===== config.mk =====
export PLATFORM = sky130hd
export DESIGN_NAME = ic74hc151_scan_ctrl
export DESIGN_NICKNAME = d
export VERILOG_FILES = /design/src/rtl/ic74hc151_scan_ctrl.sv
export SDC_FILE = /design/constraint.sdc
export NUM_CORES = 1
export LEC_CHECK = 0
export ABC_AREA = 1
export BUFFER_PORTS_ARGS = -buffer_cell sky130_fd_sc_hd__buf_2
export CORE_MARGIN = 2
export CORE_UTILIZATION = 59
export CTS_BUF_LIST = sky130_fd_sc_hd__clkbuf_8
export CTS_CLUSTER_SIZE = 30
export DETAILED_ROUTE_END_ITERATION = 10
export PLACE_DENSITY = 0.81
export SETUP_SLACK_MARGIN = 0.1
export SLEW_MARGIN = 20
export SYNTH_ARGS = -nofsm -noshare
export SYNTH_HDL_FRONTEND = slang
export SYNTH_SLANG_ARGS = --single-unit

===== constraint.sdc =====
create_clock -name CLK -period 2 [get_ports CLK]
set_clock_uncertainty 0.15 [all_clocks]
set_input_delay 0.4 -clock CLK [delete_from_list [all_inputs] [get_ports CLK]]
set_output_delay 0.4 -clock CLK [all_outputs]
set_load 0.005 [all_outputs]

===== src/rtl/ic74hc151_scan_ctrl.sv =====
// Scans the enabled channels of a 74HC151 8:1 mux and collects the Y bits into one word.
// Latency: N enabled channels * (SETTLE_CYCLES+1) edges from Start to DONE; Valid is high in the DONE cycle.
// Backpressure: none. Start is taken only in IDLE and ignored otherwise. Define YF_CHECK_EN to enable the Y/YF consistency check.
module ic74hc151_scan_ctrl #(
    parameter int DATA_SelectPart  = 3,
    parameter int DATA_Single_Part = 8,   // must equal 2**DATA_SelectPart
    parameter int SETTLE_CYCLES    = 2    // 1..255
) (
    input  logic                        CLK,
    input  logic                        RST,
    input  logic                        Start,
    input  logic [DATA_Single_Part-1:0] ChanMask,
    input  logic                        Y,
    input  logic                        YF,
    output logic                        EN_Part,
    output logic [DATA_SelectPart-1:0]  SelectPart,
    output logic [DATA_Single_Part-1:0] Data_Part,
    output logic                        Valid,
    output logic                        Busy,
    output logic                        Error
);

    localparam logic [1:0] S_IDLE   = 2'd0;
    localparam logic [1:0] S_SETTLE = 2'd1;
    localparam logic [1:0] S_SAMPLE = 2'd2;
    localparam logic [1:0] S_DONE   = 2'd3;

    localparam logic [7:0] CNT_LAST = 8'(SETTLE_CYCLES - 1);

    logic [1:0]                  state_q,  state_d;
    logic [7:0]                  cnt_q,    cnt_d;
    logic [DATA_Single_Part-1:0] mask_q,   mask_d;
    logic [DATA_SelectPart-1:0]  sel_q,    sel_d;
    logic [DATA_Single_Part-1:0] shadow_q, shadow_d;
    logic [DATA_Single_Part-1:0] data_q,   data_d;
    logic                        valid_q,  valid_d;
    logic                        busy_q,   busy_d;
    logic                        en_q,     en_d;

    logic [DATA_SelectPart-1:0]  first_sel;
    logic                        first_any;
    logic [DATA_SelectPart-1:0]  next_sel;
    logic                        next_any;

    // Find the lowest enabled channel in the incoming mask.
    always_comb begin
        first_sel = '0;
        first_any = 1'b0;
        for (int i = DATA_Single_Part - 1; i >= 0; i--) begin
            if (ChanMask[i]) begin
                first_sel = DATA_SelectPart'(i);
                first_any = 1'b1;
            end
        end
    end

    // Find the next enabled channel above the current one in the latched mask.
    always_comb begin
        next_sel = sel_q;
        next_any = 1'b0;
        for (int i = DATA_Single_Part - 1; i >= 0; i--) begin
            if (mask_q[i] && (i > int'(sel_q))) begin
                next_sel = DATA_SelectPart'(i);
                next_any = 1'b1;
            end
        end
    end

`ifdef YF_CHECK_EN
    logic err_q, err_d;

    // Sticky error: cleared by an accepted Start, set when Y and YF agree at a sample.
    always_comb begin
        err_d = err_q;
        if (state_q == S_IDLE && Start) begin
            err_d = 1'b0;
        end else if (state_q == S_SAMPLE && (Y == YF)) begin
            err_d = 1'b1;
        end
    end

    // Error flag register.
    always_ff @(posedge CLK or posedge RST) begin
        if (RST) begin
            err_q <= 1'b0;
        end else begin
            err_q <= err_d;
        end
    end

    assign Error = err_q;
`else
    // Complement output is not checked in this build.
    logic unused_yf;
    assign unused_yf = YF;
    assign Error     = 1'b0;
`endif

    // Scan sequencer: next-state and output-register values.
    always_comb begin
        state_d  = state_q;
        cnt_d    = cnt_q;
        mask_d   = mask_q;
        sel_d    = sel_q;
        shadow_d = shadow_q;
        data_d   = data_q;
        valid_d  = 1'b0;
        busy_d   = busy_q;
        en_d     = en_q;
        case (state_q)
            S_IDLE: begin
                if (Start) begin
                    mask_d   = ChanMask;
                    shadow_d = '0;
                    cnt_d    = '0;
                    if (first_any) begin
                        sel_d   = first_sel;
                        en_d    = 1'b0;
                        busy_d  = 1'b1;
                        state_d = S_SETTLE;
                    end else begin
                        // Nothing to scan: report an all-zero word straight away.
                        data_d  = '0;
                        valid_d = 1'b1;
                        busy_d  = 1'b0;
                        state_d = S_DONE;
                    end
                end
            end
            S_SETTLE: begin
                cnt_d = cnt_q + 8'd1;
                if (cnt_q == CNT_LAST) begin
                    state_d = S_SAMPLE;
                end
            end
            S_SAMPLE: begin
                shadow_d[sel_q] = Y;
                if (next_any) begin
                    sel_d   = next_sel;
                    cnt_d   = '0;
                    state_d = S_SETTLE;
                end else begin
                    data_d  = shadow_d;
                    valid_d = 1'b1;
                    busy_d  = 1'b0;
                    en_d    = 1'b1;
                    state_d = S_DONE;
                end
            end
            S_DONE: begin
                state_d = S_IDLE;
            end
            default: begin
                state_d = S_IDLE;
            end
        endcase
    end

    // State and output registers; reset returns everything to idle with the mux disabled.
    always_ff @(posedge CLK or posedge RST) begin
        if (RST) begin
            state_q  <= S_IDLE;
            cnt_q    <= '0;
            mask_q   <= '0;
            sel_q    <= '0;
            shadow_q <= '0;
            data_q   <= '0;
            valid_q  <= 1'b0;
            busy_q   <= 1'b0;
            en_q     <= 1'b1;
        end else begin
            state_q  <= state_d;
            cnt_q    <= cnt_d;
            mask_q   <= mask_d;
            sel_q    <= sel_d;
            shadow_q <= shadow_d;
            data_q   <= data_d;
            valid_q  <= valid_d;
            busy_q   <= busy_d;
            en_q     <= en_d;
        end
    end

    assign EN_Part    = en_q;
    assign SelectPart = sel_q;
    assign Data_Part  = data_q;
    assign Valid      = valid_q;
    assign Busy       = busy_q;

endmodule

# Word level (Yosys, flattened, before mapping)
# Cells that the tools add are included.
[totals]
regBits = 40
latchBits = 0
ram_bits = 0
rom_bits = 0
inputBits = 13
output_inout_bits = 15
elab_cells = 111
n_memories = 0
[op_classes]
n_addsub = 1
mul = 0
n_div = 0
n_lt_le_gt_ge = 9
n_eq_ne = 11
n_shift = 0
n_mux = 62
bitwise = 0
n_reduce_logical = 19
[ops]
columns = ["op", "n"]
rows = [
  ["two-way mux 3 bit", 18],
  ["two-way mux 8 bit", 5],
  ["one-hot mux 8 bit (2 select lines)", 2],
  ["two-way mux 1 bit", 25],
  ["one-hot mux 8 bit (3 select lines)", 1],
  ["> comparator 3 bit (first input constant)", 4],
  ["!= test 2 bit (second input constant)", 6],
  ["adder 8 x 1 -> 8 bit (second input constant)", 1],
  ["bitwise mux 8 bit", 1],
  ["== test 8 x 1 -> 1 bit (second input constant)", 1],
  ["logical AND 1 bit", 8],
  ["two-way mux 2 bit", 4],
  ["!= test 8 bit (second input constant)", 1],
  ["one-hot mux 2 bit (4 select lines)", 1],
  ["AND reduction 4 bit", 2],
  ["> comparator 2 x 3 -> 1 bit (first input constant)", 2],
  ["one-hot mux 1 bit (2 select lines)", 3],
  ["one-hot mux 3 bit (2 select lines)", 1],
  ["AND reduction 2 bit", 3],
  ["AND reduction 3 bit", 2],
  ["AND reduction 5 bit", 1],
  ["== test 2 bit (second input constant)", 2],
  ["less-than comparator 3 x 4 -> 1 bit (second input constant)", 1],
  ["demux 1 bit (select 3 bit)", 1],
  ["6 further kinds", 6],
]

# Logic depth before layout (Yosys ltp)
[depth]
depth_word = 11
depth_mapped = 11
ltp_nobuf = 11

# Worst setup path after synthesis
# OpenSTA, ideal clock, no wires.
[synth_timing]
kind = "register to register"
from = "reg sel_q[2] (netlist: SelectPart[2])"
to = "reg data_q[6] (netlist: Data_Part[6])"
setup_time_ns = 0.121
arrival_ns = 1.329
required_time_ns = 1.729
path_slack_ns = 0.400
stages_incl_launch_ff = 11
path_buffers = 2
path_cell_list = "dfrtp_1 buf_4 inv_2 nand3_2 nand2_2 nand2_2 nor2_4 nand2_4 o21ai_4 buf_12 o21ai_1"
[synth_via]
elab_chain_cells = 11
[synth_lines]
columns = ["item", "line", "rtl"]
rows = [
  ["from (decl)", "33", "logic [DATA_SelectPart-1:0] sel_q, sel_d;"],
  ["from (signal assigned)", "175", "sel_q <= sel_d;"],
  ["> comparator 3 bit", "62", "if (mask_q[i] && (i > int'(sel_q))) begin"],
  ["logical AND 1 bit", "62", ""],
  ["two-way mux 1 bit (7 in series)", "62", ""],
  ["!= test 2 bit (no line)", "-", ""],
  ["AND reduction 4 bit (no line)", "-", ""],
  ["to (signal assigned)", "177", "data_q <= data_d;"],
  ["to (decl)", "35", "logic [DATA_Single_Part-1:0] data_q, data_d;"],
]
# Several ways; a longest one is shown, not always the timed one. The select of a mux whose other input is x is not followed.
# A chain may end at the register's enable or synchronous reset.

# Worst setup path after layout
[layout_timing]
from = "reg sel_q[2] (netlist: SelectPart[2])"
to = "reg data_q[1] (netlist: Data_Part[1])"
# Same word-level chain as after synthesis.

==> metrics.md <==
| Metric | Value |
|---|---|
| Crit start category | `flop` |
| Synth warn | `0` |
| Final ANT Viol Nets | `0` |
| Critical R2R Launch | `SelectPart[2]$_DFFE_PP0P_` |
| CP max stage cell | `dfrtp_2` |
| Clk slew on worst S/H paths | `70 ps` |
| Critical Path Max Stage Delay | `500 ps` |
| Worst setup EP type | `flop` |
| Leading area contributor after synthesis | `dfrtp_1` |
| Reg-to-reg endpoint | `Data_Part[1]$_DFFE_PP0P_` |
| Vias | `1738` |
| Setup violators final | `0` |
| Yosys top cell area share | `44.9%` |
| Fmax | `566 MHz` |
| Post-Route WL | `4020 um` |
| Routed length per placed instance | `11.9 um` |
| Die area | `0.00408 mm^2` |
| Max Cap Viol | `0` |
| Status | `finished, final reports clean` |
| GRT overflow | `0` |
| Crit path DAT | `1800 ps` |
| Area of the multi-input gates | `967 um^2` |
| FF+latch count, synth | `39` |
| Required time of the critical path | `2030 ps` |
| Tmin final | `1770 ps` |
| Drc violations | `0` |
| Worst setup startpoint | `SelectPart[2]$_DFFE_PP0P_` |
| CTS sink count | `39` |
| Final Max Slew Viols | `0` |
| Mean post-synth cell area | `8.08 um^2` |
| CP cell instances | `inv_2, nand3_2, nand2_2, nand2_2, nor2_4, nand2_4, o21ai_4, buf_12, nand2_1, o21a_1` |
| Ports | `28` |
| Post-synthesis sequential area ratio | `46.2%` |
| Core area | `0.00339 mm^2` |
| Share of layout cells above drive strength 1 | `23.5%` |
| Max clock buf depth | `2` |
| Worst skew pair latency | `290 ps` |
| CTS tree | `yes` |
| Leak | `1.20 nW` |
| Clock root buffer | `clkbuf_8` |
| Peak VDD IR | `0.812 mV` |
| Num CTS Buffers | `5` |
| Critical Path Most Common Cell | `nand2_2` |
| Port bufs | `25` |
| Htree depth | `2` |
| Gr usage total | `23.0%` |
| Fin Setup TNS | `0 ps` |
| HPWL after DPL | `2990 um` |
| Capture point of the worst path | `Data_Part[1]$_DFFE_PP0P_` |
| Initial drt markers | `75` |
| Number of global-route vias before repair | `1704` |
| Synth-to-Final Area Change | `12.8%` |
| DIE HEIGHT | `63.9 um` |
| Worst-path fanout max | `17` |
| Hold Path Class | `input port to async pin` |
| Starting Density | `62.4%` |
| Number of core rows | `21` |
| Internal reg-to-reg setup slack | `230 ps` |
| Mapped cell area | `0.00212 mm^2` |
| Antenna violations before repair | `0` |
| DP Area | `0.00229 mm^2` |
| Final hold vios | `0` |
| Register Area | `981 um^2` |
| Vias/cell | `5.13` |
| First-pass GRT wire length | `7340 um` |
| Largest net degree at the start of global routing | `40` |
| Diode count | `0` |
| Pwr Density | `1300 mW/mm^2` |
| Gate Count Post-Synth | `262` |
| Drt first pass iters | `4` |
| Netlist cell types | `35` |
| Die width | `63.9 um` |
| # nets final | `307` |
| Unrepaired setup endpoints after global routing | `no` |
| Synth area leaders | `dfrtp_1 (45%), nand2_1 (12%), o21ai_0 (6.4%), inv_1 (6.0%), nand2_2 (3.3%)` |
| R2R depth | `10` |
| Period utilization | `88.3%` |
| Syn_nets | `277` |
| Filler instances | `285` |
| Cell area after layout | `0.00239 mm^2` |
| Post-CTS setup buffers | `0` |
| GPL Wtd Cong | `0.865` |
| CP Class | `flop to flop` |
==> final cells by class <==
class                   count  share of cell area [%]
flip-flops and latches     39                    41.1
multi-input cells         182                    40.5
repair buffers             28                    6.71
inverters                  36                    5.66
clock buffers               5                    2.88
well taps                  46                    2.41
clock inverters             3                   0.682
==> metal layers <==
layer	global-route usage, %	up-vias	wire, um
met2	39.1	29	1960
li1	-	893	-
met3	5.99	5	161
met5	0	-	0
met4	7.61	0	51
met1	28.5	811	1850
==> cells in the final DEF (no fill, tap or decap), types with 5 or more instances in the layout <==
cell	n
nor2_1	16
dfrtp_1	35
nand3_1	10
nand2_1	68
clkbuf_8	5
nand3_2	5
inv_1	35
o21ai_0	27
a21oi_1	7
buf_2	25
nand2_2	10
==> registers in the layout, indices dropped and copies added (netlist names) <==
register    count
shadow_q        8
Valid           1
Busy            1
cnt_q           8
mask_q          7
Data_Part       8
state_q         2
SelectPart      3
EN_Part         1
==> critical path: cells and delay by family, from the launching register on <==
| kind | cells | cell delay, ps |
|---|---|---|
| and+or+nand+nor | 6 | 530 |
| DFF | 1 | 500 |
| buffers and inverters | 2 | 290 |
| AOI/OAI and AO/OA | 2 | 170 |
==> report_power, final <==
part / switching [W] / total [W] / leakage, nW / internal, W
sequential: 0.000245 / 0.00132 / 0.500 / 0.00108
combinational: 0.000793 / 0.00128 / 0.659 / 0.000491
clock: 0.000266 / 0.000504 / 0.0453 / 0.000238
total: 0.00130 / 0.00311 / 1.20 / 0.00181
==> metrics by stage <==
stage               util [%]  worst slack [ps]  hold slack (ps)  total power, W  cells
floorplan                  -               400              293         0.00225    262
global placement        67.5               163              301         0.00254    331
detailed placement      67.5               108              313         0.00260    331
CTS                     70.0               173             79.4         0.00312    339
global route            70.4               137              117         0.00339    339
finish                  70.4               235             61.4         0.00311    339
==> worst min-delay path by stage <==
| stage | startpoint | endpoint | slack, ps | cells past startpoint |
|---|---|---|---|---|
| 6_report | RST | cnt_q[5]$_DFFE_PP0P_ | 60 | 3 |
| 5_1_grt | RST | Data_Part[3]$_DFFE_PP0P_ | 120 | 3 |
| 4_1_cts | RST | Data_Part[2]$_DFFE_PP0P_ | 80 | 3 |
| 3_5_place_dp | shadow_q[6]$_DFFE_PP0P_ | shadow_q[6]$_DFFE_PP0P_ | 310 | 1 |
| 3_3_place_gp | EN_Part$_DFFE_PP1P_ | EN_Part$_DFFE_PP1P_ | 300 | 2 |
| 2_1_floorplan | shadow_q[6]$_DFFE_PP0P_ | shadow_q[6]$_DFFE_PP0P_ | 290 | 1 |
==> cell families after synthesis <==
| family | count (synthesis) | synth area share (%) |
|---|---|---|
| simple gates | 124 | 27.8 |
| compound gates | 51 | 14.4 |
| buf+inv | 41 | 8.57 |
| flops | 39 | 46.2 |
| xor+xnor | 4 | 1.66 |
| fa+ha+maj | 2 | 1.18 |
| other cells | 1 | 0.177 |
==> cell usage after synthesis, drive strengths merged <==
master	count
nand2	80
dfrtp	38
inv	36
o21ai	33
nor2	21
nand3	15
a21oi	7
buf	4
nand4	3
nor3	3
o21a	3
xor2	3
a21o	2
ha	2
o22ai	2
a211oi	1
a31oi	1
and2	1
clkbuf	1
conb	1
dfstp	1
o21bai	1
o31ai	1
or2	1
xnor2	1
==> what timing repair did <==
| item | 4_1_cts | 5_1_grt |
|---|---|---|
| pin swaps | 0 | 0 |
| hold buffers | 0 | 0 |
| gates resized for setup | 1 | 4 |
| endpoints found under the setup margin | 2 | 14 |
Power figures use the tool's default switching activity.
